[src/rtl/mdu_pkg.sv]
// Shared types and constants for the multicycle MULT/DIV unit.
package mdu_pkg;

  typedef enum logic [2:0] {
    IDLE,
    MULT,
    DIV,
    FIX,
    DONE
  } state_t;

  localparam logic OP_MULT = 1'b0;
  localparam logic OP_DIV  = 1'b1;

  localparam int unsigned WIDTH_DEF = 32;
  // One iteration per operand bit.
  localparam int unsigned ITER      = WIDTH_DEF;

endpackage

[src/rtl/div_step.sv]
// One restoring-division iteration on unsigned magnitudes.
module div_step #(
  parameter int unsigned WIDTH = 32
) (
  input  logic [WIDTH-1:0] rem,
  input  logic             dividend_bit,
  input  logic [WIDTH-1:0] divisor,
  output logic [WIDTH-1:0] rem_next,
  output logic             q_bit
);

  logic [WIDTH:0] w_shift;
  logic [WIDTH:0] w_diff;
  logic           w_unused_msb;

  // Trial subtract; keep the difference only when it does not go negative.
  always_comb begin
    w_shift  = {rem, dividend_bit};
    w_diff   = w_shift - {1'b0, divisor};
    q_bit    = (w_shift >= {1'b0, divisor});
    rem_next = q_bit ? w_diff[WIDTH-1:0] : w_shift[WIDTH-1:0];
  end

  // The MSB is always zero after selection since rem < divisor on entry.
  assign w_unused_msb = w_diff[WIDTH] ^ w_shift[WIDTH];

endmodule

[src/rtl/mult_div_hilo.sv]
// Multicycle signed MULT/DIV unit owning the HI/LO registers.
module mult_div_hilo
  import mdu_pkg::*;
#(
  parameter int unsigned WIDTH = WIDTH_DEF
) (
  input  logic             clk,
  input  logic             reset_n,
  input  logic             start,
  input  logic             op,
  input  logic [WIDTH-1:0] a,
  input  logic [WIDTH-1:0] b,
  output logic             busy,
  output logic             done,
  output logic             div_zero,
  output logic [WIDTH-1:0] hi,
  output logic [WIDTH-1:0] lo
);

  localparam int unsigned CntW = $clog2(WIDTH) + 1;

  state_t             r_state;
  logic [CntW-1:0]    r_cnt;
  logic               r_busy;
  logic               r_done;
  logic               r_div_zero;
  logic [WIDTH-1:0]   r_hi;
  logic [WIDTH-1:0]   r_lo;
  logic               r_op;
  logic               r_sign_a;
  logic               r_sign_b;
  logic [WIDTH-1:0]   r_mag_a;
  logic [WIDTH-1:0]   r_mag_b;
  // MULT: {accumulator, multiplier}. DIV: {remainder, dividend/quotient}.
  logic [2*WIDTH-1:0] r_prod;

  logic               w_accept;
  logic [WIDTH-1:0]   w_mag_a;
  logic [WIDTH-1:0]   w_mag_b;
  logic [WIDTH:0]     w_mul_sum;
  logic [2*WIDTH-1:0] w_mul_next;
  logic [WIDTH-1:0]   w_rem_next;
  logic               w_q_bit;
  logic [2*WIDTH-1:0] w_div_next;
  logic [WIDTH-1:0]   w_fix_hi;
  logic [WIDTH-1:0]   w_fix_lo;

  // Start is honoured in IDLE and in the done cycle (back-to-back issue).
  assign w_accept = start && ((r_state == IDLE) || ((r_state == DONE) && r_done));

  // Operand magnitudes; INT_MIN maps to 2^(WIDTH-1), still representable unsigned.
  always_comb begin
    w_mag_a = a[WIDTH-1] ? -a : a;
    w_mag_b = b[WIDTH-1] ? -b : b;
  end

  // Shift-add multiply step: add multiplicand on LSB, shift the pair right.
  always_comb begin
    w_mul_sum  = {1'b0, r_prod[2*WIDTH-1:WIDTH]} +
                 {1'b0, (r_prod[0] ? r_mag_a : {WIDTH{1'b0}})};
    w_mul_next = {w_mul_sum, r_prod[WIDTH-1:1]};
  end

  div_step #(
    .WIDTH (WIDTH)
  ) u_div_step (
    .rem          (r_prod[2*WIDTH-1:WIDTH]),
    .dividend_bit (r_prod[WIDTH-1]),
    .divisor      (r_mag_b),
    .rem_next     (w_rem_next),
    .q_bit        (w_q_bit)
  );

  assign w_div_next = {w_rem_next, r_prod[WIDTH-2:0], w_q_bit};

  // Sign correction applied when HI/LO are written.
  always_comb begin
    w_fix_hi = r_prod[2*WIDTH-1:WIDTH];
    w_fix_lo = r_prod[WIDTH-1:0];
    if (r_op == OP_MULT) begin
      if (r_sign_a ^ r_sign_b) begin
        {w_fix_hi, w_fix_lo} = -r_prod;
      end
    end else begin
      if (r_sign_a ^ r_sign_b) begin
        w_fix_lo = -r_prod[WIDTH-1:0];
      end
      if (r_sign_a) begin
        w_fix_hi = -r_prod[2*WIDTH-1:WIDTH];
      end
    end
  end

  // Control FSM, iteration datapath and HI/LO registers.
  always_ff @(posedge clk or negedge reset_n) begin
    if (!reset_n) begin
      r_state    <= IDLE;
      r_cnt      <= '0;
      r_busy     <= 1'b0;
      r_done     <= 1'b0;
      r_div_zero <= 1'b0;
      r_hi       <= '0;
      r_lo       <= '0;
      r_op       <= OP_MULT;
      r_sign_a   <= 1'b0;
      r_sign_b   <= 1'b0;
      r_mag_a    <= '0;
      r_mag_b    <= '0;
      r_prod     <= '0;
    end else begin
      unique case (r_state)
        IDLE: begin
          r_done     <= 1'b0;
          r_div_zero <= 1'b0;
        end
        MULT: begin
          r_prod <= w_mul_next;
          r_cnt  <= r_cnt - CntW'(1);
          if (r_cnt == CntW'(1)) r_state <= FIX;
        end
        DIV: begin
          r_prod <= w_div_next;
          r_cnt  <= r_cnt - CntW'(1);
          if (r_cnt == CntW'(1)) r_state <= FIX;
        end
        FIX: begin
          r_hi       <= w_fix_hi;
          r_lo       <= w_fix_lo;
          r_busy     <= 1'b0;
          r_done     <= 1'b1;
          r_div_zero <= 1'b0;
          r_state    <= DONE;
        end
        DONE: begin
          if (!r_done) begin
            // Divide-by-zero path: one busy cycle, then the done pulse.
            r_busy     <= 1'b0;
            r_done     <= 1'b1;
            r_div_zero <= 1'b1;
          end else begin
            r_done     <= 1'b0;
            r_div_zero <= 1'b0;
            r_state    <= IDLE;
          end
        end
        default: r_state <= IDLE;
      endcase

      // Accepted start overrides the state update above.
      if (w_accept) begin
        r_op     <= op;
        r_sign_a <= a[WIDTH-1];
        r_sign_b <= b[WIDTH-1];
        r_mag_a  <= w_mag_a;
        r_mag_b  <= w_mag_b;
        r_cnt    <= CntW'(WIDTH);
        r_busy   <= 1'b1;
        r_done   <= 1'b0;
        if (op == OP_MULT) begin
          r_prod  <= {{WIDTH{1'b0}}, w_mag_b};
          r_state <= MULT;
        end else begin
          r_prod  <= {{WIDTH{1'b0}}, w_mag_a};
          r_state <= (b == '0) ? DONE : DIV;
        end
      end
    end
  end

  assign busy     = r_busy;
  assign done     = r_done;
  assign div_zero = r_div_zero;
  assign hi       = r_hi;
  assign lo       = r_lo;

endmodule
[config.mk]
export PLATFORM = sky130hd
export DESIGN_NAME = mult_div_hilo
export DESIGN_NICKNAME = d
export VERILOG_FILES = /design/src/rtl/mdu_pkg.sv /design/src/rtl/div_step.sv /design/src/rtl/mult_div_hilo.sv
export SDC_FILE = /design/constraint.sdc
export NUM_CORES = 1
export LEC_CHECK = 0
export CAP_MARGIN = 20
export CORE_AREA = 2 2 212 131
export CTS_CLUSTER_DIAMETER = 40
export DETAILED_ROUTE_END_ITERATION = 8
export DIE_AREA = 0 0 214 133
export PLACE_DENSITY = 0.84
export SYNTH_ARGS = -nofsm -noshare
export SYNTH_HDL_FRONTEND = slang
export SYNTH_SLANG_ARGS = --single-unit
[constraint.sdc]
create_clock -name clk -period 5.76 [get_ports clk]
set_input_delay 1.152 -clock clk [delete_from_list [all_inputs] [get_ports clk]]
set_output_delay 1.152 -clock clk [all_outputs]
set_load 0.01 [all_outputs]
==> metrics.csv, run 1 <==
metric;value;unit
status;complete, no violations;
Power Dens Cells;691;mW/mm^2
post_cts resized;0;
Global Route met2 Usage;52.0;%
Syn Area/Cell;7.82;sq um
wire per inst;22.3;microns
startpoint types;flip-flop;
syn_nets;2144;
post-CTS setup buffer count;0;
CTS tree;done;
Max Cap Violations;0;
Yosys reg bits;207;
ANT cells;0;
GR peak layer;met1;
Fillers;2197;
synth warn;0;
layout cells sized above 1;5.27;%
final setup vio count;0;
Core ar.;0.0268;sq mm
hold depth;2;
WP data required;6.21;ns
post-synth cell types;78;
drc violations;0;
met3 Track Usage GR;13.7;%
die width;214;microns
detailed-route via count;15900;
CTS Root Cell;clkbuf_16;
pin slew with the least headroom to its limit;1.09;ns
Final period util;80.8;%
crit path time final;4.65;ns
number of I/O port buffers;134;
clock-pin slew on the worst setup and hold paths;0.06;ns
via count of the first global-routing pass;14500;
DR pass1 iterations;5;
largest net degree at the start of global routing;129;
RD Place Congestion;1.05;
Total GRT Usage;37.9;%
placement row count;47;
RSZ-0062 raised after global routing;false;
remaining antenna violation count;0;
mapped cell area;0.0157;sq mm
Max rail drop VDD;302;uV
launch point of the worst hold path;hi[14];
Layout Utilization;67.9;%
Final #Nets;2211;
Synth Flop Type;dfrtp_1;
Final Hold Vio Count;0;
DIE HEIGHT;133;microns
R2R Path End;r_prod[63];
crit path kind;flip-flop to flip-flop;
Initial Utilization;58.6;%
initial antenna violation count;3;
worst flop-to-flop path startpoint;r_prod[0];
CTS H-tree lvls;1;
Congestion Overflow GR;0;
hold_buf cts;0;
Crit. End Element;flip-flop;
worst reg2reg path depth;13;
Max Clock Freq;215;MHz
FFs w/ async S/R, synth;100;%
Via density;6.47;
I/O pin count;135;
post-synthesis sequential area ratio;33.0;%
CTS Sinks;207;
CTS Buf Count;27;
Final HPWL DP;41.5;mm
Pwr Total;12600;uW
Crit path arrival time;5.10;ns
WL final;54.7;mm
Skew-Pair Late Insertion Delay;0.55;ns
setup TNS;0;ns
first-pass GRT wire length;84.4;mm
clock buffer depth;3;
die area;0.0285;sq mm
WHS Endpoint;hi[14];
Hold Crit Class;flip-flop to flip-flop;
Iteration-0 DRC Markers;2279;
reg2reg setup slack;1.11;ns
count of pins over their slew limit;0;
Cells after Synth;2004;
leak pwr;0.00776;uW
Fin Clk Skew;0.0103;ns
crit path max fanout;11;
GRT met1 Usage;55.8;%
area grow syn2layout;15.9;%
Post-synth EDFFs;0;
Slew headroom;27.3;%
[stage by stage]
stage / instance area (sq um) / worst slack, ns / instances / hold slack [ns]
finish: 18200 / 1.11 / 2455 / 0.477
global route: 18200 / 0.935 / 2455 / 0.502
detailed placement: 17300 / 1.23 / 2407 / 0.466
CTS: 18100 / 1.26 / 2453 / 0.482
global placement: 17300 / 1.35 / 2407 / 0.459
floorplan: 15700 / 2.17 / 2004 / 0.438
[registers in the layout, indices dropped and copies added, names as in the netlist]
register	flops
r_op	1
r_state	3
lo	32
r_sign_b	1
r_prod	64
div_zero	1
hi	32
r_cnt	6
done	1
r_mag_a	32
busy	1
r_mag_b	32
r_sign_a	1
[cells in the mapped netlist, drive strengths merged, types with 6 or more instances]
cell type	n	area share (%)
nor2b	9	0.36
or4	17	0.89
o22ai	6	0.24
clkbuf	106	2.5
o21ai	263	8.4
or3	20	0.83
inv	70	1.7
and2	37	1.5
nand3b	6	0.37
o221ai	23	1.3
nor4	13	0.56
nand2b	27	1.1
a21o	23	1.1
a21oi	135	4.3
xnor2	86	4.8
nor3	40	1.4
o21a	13	0.62
nor2	100	2.4
buf	18	0.51
o41ai	19	1.2
nand4	13	0.56
dfrtp	207	33
a211oi	10	0.51
nand2	367	8.8
o211ai	32	1.5
and3	9	0.36
o31ai	31	1.5
nand3	37	1.2
ha	70	5.6
a2111oi	6	0.41
o21bai	10	0.48
xor2	90	5.0
or2	6	0.24
a31oi	19	0.76
[report_power, final]
group          total, uW  switching, uW  internal [uW]
Combinational       7850           4830           3020
Clock               1680            704            977
Sequential          3030            885           2150
Total              12600           6420           6150
[routing by layer]
metal / up-vias / wire, microns / part of all wire (%)
met5: - / 11 / 0.020
met4: 2 / 1550 / 2.8
met3: 111 / 8160 / 15
met2: 998 / 21600 / 39
met1: 7533 / 23400 / 43
li1: 7247 / - / -
[critical path, cell delays in order, from the launching register on]
cell and delay (ns):
dfrtp_1 0.61, and2_1 0.21, ha_1 0.20, inv_1 0.07
fa_1 0.38, nand2b_1 0.21, a211oi_2 0.41, o21ai_1 0.19
or4_1 0.58, a31oi_1 0.37, o21ai_0 0.33, a2111oi_0 0.61
o32ai_1 0.15, o31ai_1 0.22
[how the worst max path moves through the flow]
stage | startpoint | endpoint | cells after the start
global route | r_prod[0] | r_prod[63] | 13
CTS | r_prod[0] | r_prod[63] | 13
floorplan | r_prod[0] | r_prod[63] | 15
global placement | a[0] | r_prod[31] | 8
detailed placement | a[0] | r_prod[31] | 8
finish | r_prod[0] | r_prod[63] | 13
[cell families after synthesis]
| logic type | count (synthesis) | synth area share (%) |
|---|---|---|
| AO/OA/AOI/OAI | 634 | 24.8 |
| XOR/XNOR | 176 | 9.83 |
| adder cells (fa/ha/maj) | 72 | 5.84 |
| buffers and inverters | 194 | 4.72 |
| flip-flops | 207 | 33.0 |
| multiplexers | 9 | 0.607 |
| AND/OR/NAND/NOR | 712 | 21.1 |
[layout make-up]
cell class                 instances  area [sq um]  share of cell area (%)
clock buffer                      30           697                    3.83
clock inverter                    16           184                    1.01
inverter                          70           263                    1.45
multi-input combinational       1603          9800                    53.9
sequential                       207          5180                    28.5
tap                              367           459                    2.53
timing repair buffer             162          1590                    8.75
[placed cells by master, fill, tap and decap left out, types with 8 or more instances in the layout]
cell,netlist,routed
inv_1,70,70
ha_1,70,70
nand2b_1,27,27
nor2_1,100,98
o41ai_1,18,18
nand3_1,37,36
or4_1,14,14
nor3_1,38,38
o221ai_1,23,23
dfrtp_1,207,207
a31oi_1,19,19
xor2_1,90,90
buf_4,1,25
and2_1,37,37
nor4_1,12,12
o31ai_1,31,31
o211ai_1,32,32
o21a_1,13,13
and3_1,9,8
clkdlybuf4s50_1,0,132
xnor2_1,86,86
a21o_1,23,23
nor2b_1,9,9
a21oi_1,134,133
o21bai_1,10,10
o21ai_0,257,257
clkbuf_16,0,27
nand4_1,12,12
a211oi_1,9,9
nand2_1,367,366
or3_1,19,19
(Power assumes the default switching activity.)
==> run 2: changes to the inputs <==
--- a/config.mk
+++ b/config.mk
@@ -6,11 +6,11 @@
 export NUM_CORES = 1
 export LEC_CHECK = 0
 export CAP_MARGIN = 20
-export CORE_AREA = 2 2 212 131
+export CORE_AREA = 2 2 223 137
 export CTS_CLUSTER_DIAMETER = 40
 export DETAILED_ROUTE_END_ITERATION = 8
-export DIE_AREA = 0 0 214 133
-export PLACE_DENSITY = 0.84
+export DIE_AREA = 0 0 225 139
+export PLACE_DENSITY = 0.81
 export SYNTH_ARGS = -nofsm -noshare
 export SYNTH_HDL_FRONTEND = slang
 export SYNTH_SLANG_ARGS = --single-unit
==> constraint.sdc (replaced) <==
create_clock -name clk -period 4.2 [get_ports clk]
set_input_delay 0.84 -clock clk [delete_from_list [all_inputs] [get_ports clk]]
set_output_delay 0.84 -clock clk [all_outputs]
set_load 0.01 [all_outputs]
==> metrics.csv, run 2 (synthesis gave the netlist of run 1 again) <==
metric;value;unit
Most flops, register;r_prod;
number of I/O port buffers;134;
area grow syn2layout;18.5;%
DR pass1 iterations;6;
pin slew with the least headroom to its limit;1.09;ns
Power Dens Cells;953;mW/mm^2
CP peak stage delay;0.71;ns
CTS H-tree lvls;1;
startpoint types;flip-flop;
Final period util;92.8;%
first-pass GRT wire length;86.5;mm
CTS Root Cell;clkbuf_16;
setup TNS;0;ns
DIE HEIGHT;139;microns
Largest register FFs;64;
placement row count;49;
crit path max fanout;7;
final setup vio count;0;
Slew headroom;27.4;%
CTS tree;done;
Via density;6.26;
Initial Utilization;53.4;%
Max rail drop VDD;439;uV
Skew-Pair Late Insertion Delay;0.57;ns
initial antenna violation count;2;
clock-pin slew on the worst setup and hold paths;0.06;ns
Iteration-0 DRC Markers;1620;
via count of the first global-routing pass;14500;
RSZ-0062 raised after global routing;false;
Max Clock Freq;257;MHz
Max Cap Violations;0;
die width;225;microns
Final #Nets;2248;
Layout Utilization;63.2;%
crit path time final;3.90;ns
Crit. End Element;flip-flop;
Total GRT Usage;36.1;%
status;complete, no violations;
largest net degree at the start of global routing;105;
Slowest-stage cell, CP;o31ai_1;
Hold Crit Class;input pin to async pin;
clock buffer depth;3;
die area;0.0313;sq mm
Fin Clk Skew;0.0139;ns
CTS Buf Count;28;
Core ar.;0.0294;sq mm
wire per inst;22.6;microns
CTS Sinks;207;
leak pwr;0.00799;uW
remaining antenna violation count;0;
RD Place Congestion;1.04;
CP top delay family;compound AO/OA/AOI/OAI gates;
drc violations;0;
crit-path cells;buf_4 -> ha_1 -> nor2b_1 -> o31a_1 -> o31ai_1 -> a31oi_1 -> a21oi_1 -> o311ai_0 -> a21o_1 -> and4b_1 -> o31ai_1;
detailed-route via count;15700;
I/O pin count;135;
most common cell after layout, fill and taps aside;nand2_1;
most frequent cells in the layout;nand2_1, o21ai_0, dfrtp_1;
WP data required;4.67;ns
crit path kind;flip-flop to flip-flop;
hold slack;0.369;ns
most used cell, CP;o31ai_1;
count of pins over their slew limit;0;
layout cells sized above 1;7.18;%
CP Buf/Inv Count;1;
Final Hold Vio Count;0;
Crit path arrival time;4.36;ns
WL final;56.8;mm
Congestion Overflow GR;0;
Final HPWL DP;43.9;mm
-- run 2: changes by cell type in the layout (fill, tap and decap cells not counted), sizes merged --
cell	before	now
buf	29	65
clkbuf	31	36
diode	0	2
inv	76	78
bufinv	2	1
clkinv	6	7
clkinvlp	2	1
-- run 2: metal layers --
layer  part of all wire [%]  vias up  routed length (microns)  track usage, %
li1                       -     7319                        -               -
met3                     15       88                     8770            16.0
met5                      0        -                        0               0
met4                    2.5        0                     1420            8.85
met1                     43     7436                    24500            52.5
met2                     39      892                    22100            48.4
-- run 2: final cells by class --
class / count / area (sq um)
Fill cell: 2586 / 10800
Multi-Input combinational cell: 1603 / 9810
Sequential cell: 207 / 5180
Timing Repair Buffer: 198 / 1870
Clock buffer: 35 / 788
Tap cell: 382 / 478
Inverter: 70 / 263
Clock inverter: 17 / 181
Antenna cell: 2 / 5.00
-- run 2: timing repair --
action                                  in CTS  in global routing
resized for setup                            0                  2
setup buffers                                0                  0
endpoints found under the setup margin       0                  1
hold buffers                                 0                  0
-- run 2: path summary, 6_finish.rpt --
path                            start         end  slack, ns  cells past startpoint
setup / recovery           r_prod[32]  r_prod[63]       0.30                     11
hold / removal                reset_n      lo[15]       0.37                      1
setup reg to reg           r_prod[32]  r_prod[63]       0.30                     11
hold reg to reg                 hi[8]       hi[8]       0.47                      2
max in group asynchronous     reset_n      hi[24]       2.82                      2
min in group clk                hi[8]       hi[8]       0.47                      2
-- run 2: stage by stage --
| stage | instance area, sq um | std cells | power, uW | setup WS, ns |
|---|---|---|---|---|
| global placement | 17600 | 2460 | 14700 | 0.338 |
| finish | 18600 | 2514 | 17700 | 0.303 |
| CTS | 18600 | 2512 | 17400 | 0.290 |
| detailed placement | 17600 | 2460 | 14800 | 0.247 |
| floorplan | 15700 | 2004 | 11000 | 0.610 |
| global route | 18600 | 2512 | 18900 | 0.0800 |
-- run 2: report_power, final --
| part | internal, uW | switching [uW] |
|---|---|---|
| logic | 4350 | 6920 |
| registers | 2950 | 1010 |
| clock network | 1430 | 1040 |
==> run 3: changes to the inputs <==
--- a/config.mk
+++ b/config.mk
@@ -11,6 +11,7 @@
 export DETAILED_ROUTE_END_ITERATION = 8
 export DIE_AREA = 0 0 225 139
 export PLACE_DENSITY = 0.81
+export SLEW_MARGIN = 30
 export SYNTH_ARGS = -nofsm -noshare
 export SYNTH_HDL_FRONTEND = slang
 export SYNTH_SLANG_ARGS = --single-unit
==> metrics.csv, run 3 (synthesis gave the netlist of run 1 again) <==
metric;value;unit
status;complete, no violations;
detailed-route via count;15800;
Power Dens Cells;954;mW/mm^2
Total GRT Usage;36.1;%
first-pass GRT wire length;86.5;mm
Most flops, register;r_prod;
CP Buf/Inv Count;1;
WP data required;4.67;ns
Max Cap Violations;0;
clock buffer depth;3;
Layout Utilization;63.2;%
WL final;56.9;mm
startpoint types;flip-flop;
largest net degree at the start of global routing;105;
number of I/O port buffers;134;
Final period util;93.3;%
setup TNS;0;ns
Slowest-stage cell, CP;o31ai_1;
most used cell, CP;o31ai_1;
CTS H-tree lvls;1;
most common cell after layout, fill and taps aside;nand2_1;
post-CTS setup buffer count;0;
worst flop-to-flop path startpoint;r_prod[32];
crit path time final;3.92;ns
Iteration-0 DRC Markers;1572;
hold_buf cts;0;
layout cells sized above 1;7.23;%
area grow syn2layout;18.5;%
Final #Nets;2248;
placement row count;49;
worst reg2reg path depth;11;
CP top delay family;compound AO/OA/AOI/OAI gates;
Fin Clk Skew;0.0209;ns
final setup vio count;0;
crit-path cells;buf_4 -> ha_1 -> nor2b_1 -> o31a_1 -> o31ai_1 -> a31oi_1 -> a21oi_1 -> o311ai_0 -> a21o_1 -> and4b_1 -> o31ai_1;
count of pins over their slew limit;0;
remaining antenna violation count;0;
die width;225;microns
CTS tree;done;
I/O pin count;135;
pin slew with the least headroom to its limit;0.867;ns
DR pass1 iterations;6;
RSZ-0062 raised after global routing;false;
Final HPWL DP;43.9;mm
R2R Path End;r_prod[63];
crit path kind;flip-flop to flip-flop;
clock-pin slew on the worst setup and hold paths;0.06;ns
reg2reg setup slack;0.28;ns
initial antenna violation count;2;
most frequent cells in the layout;nand2_1, o21ai_0, dfrtp_1;
Non-Filler Instances;2512;
CTS Root Cell;clkbuf_16;
Cell Area, Placed;0.0176;sq mm
wire per inst;22.6;microns
Skew-Pair Late Insertion Delay;0.57;ns
Largest register FFs;64;
drc violations;0;
Congestion Overflow GR;0;
CP peak stage delay;0.68;ns
via count of the first global-routing pass;14500;
Crit. End Element;flip-flop;
crit path max fanout;7;
Via density;6.31;
RD Place Congestion;1.04;
leak pwr;0.00799;uW
Final Hold Vio Count;0;
final instance area;0.0186;sq mm
CTS Sinks;207;
CTS Buf Count;28;
DIE HEIGHT;139;microns
Slew headroom;41.6;%
Max Clock Freq;255;MHz
Hold Crit Class;input pin to async pin;
die area;0.0313;sq mm
ANT cells;0;
Core ar.;0.0294;sq mm
Placed Cells;2460;
Crit path arrival time;4.39;ns
Max rail drop VDD;436;uV
Fillers;2587;
Initial Utilization;53.4;%
-- run 3: cell types whose count changed in the layout (fill, tap and decap cells not counted) --
cell	change
diode_2	-2
or2_4	+1
nor3_1	-1
or2_2	-1
nor3_2	+1
-- run 3: final cells by class --
class                           instances  area, sq um  share of cell area [%]
Inverter                               70          263                    1.41
Multi-Input combinational cell       1603         9810                    52.8
Tap cell                              382          478                    2.57
Clock buffer                           35          788                    4.24
Timing Repair Buffer                  198         1870                    10.1
Sequential cell                       207         5180                    27.9
Clock inverter                         17          181                   0.977
-- run 3: metal layers --
metal	up-vias	GRT usage, %	wire length [microns]
met5	-	0	13
met4	2	8.85	1500
met3	103	16.0	8430
met2	904	48.4	22200
met1	7512	52.5	24800
li1	7326	-	-
-- run 3: what timing repair did --
action | CTS | global route
endpoints found under the setup margin | 0 | 1
hold endpoints to repair | 0 | 0
resized for setup | 0 | 2
-- run 3: worst max path at each step --
| stage | depth (start not counted) | endpoint | slack (ns) | from |
|---|---|---|---|---|
| 6_report | 11 | r_prod[63] | 0.28 | r_prod[32] |
| 5_1_grt | 15 | r_prod[63] | 0.08 | r_prod[0] |
| 4_1_cts | 15 | r_prod[63] | 0.29 | r_prod[0] |
| 3_5_place_dp | 10 | r_prod[26] | 0.25 | a[0] |
| 3_3_place_gp | 10 | r_prod[26] | 0.34 | a[0] |
| 2_1_floorplan | 15 | r_prod[63] | 0.61 | r_prod[0] |
-- run 3: worst reg2reg max path, cell delays in order, from the launching register on --
cell and delay [ns]:
dfrtp_1 0.39, buf_4 0.17, ha_1 0.30, nor2b_1 0.15, o31a_1 0.31, o31ai_1 0.68, a31oi_1 0.28, a21oi_1 0.62
o311ai_0 0.29, a21o_1 0.25, and4b_1 0.17, o31ai_1 0.21
-- run 3: report_power, final --
part	internal, uW	leakage, uW	switching, uW	total, uW
combinational	4350	0.00493	6930	11300
sequential	2950	0.00258	1010	3960
clock	1430	0.000478	1040	2470
-- run 3: metrics by stage --
step / hold slack (ns) / power [uW] / setup slack, ns
2_1_floorplan: 0.438 / 11000 / 0.610
3_3_place_gp: 0.461 / 14700 / 0.338
3_5_place_dp: 0.462 / 14800 / 0.247
4_1_cts: 0.410 / 17400 / 0.290
5_1_grt: 0.442 / 18900 / 0.0800
6_report: 0.364 / 17700 / 0.282
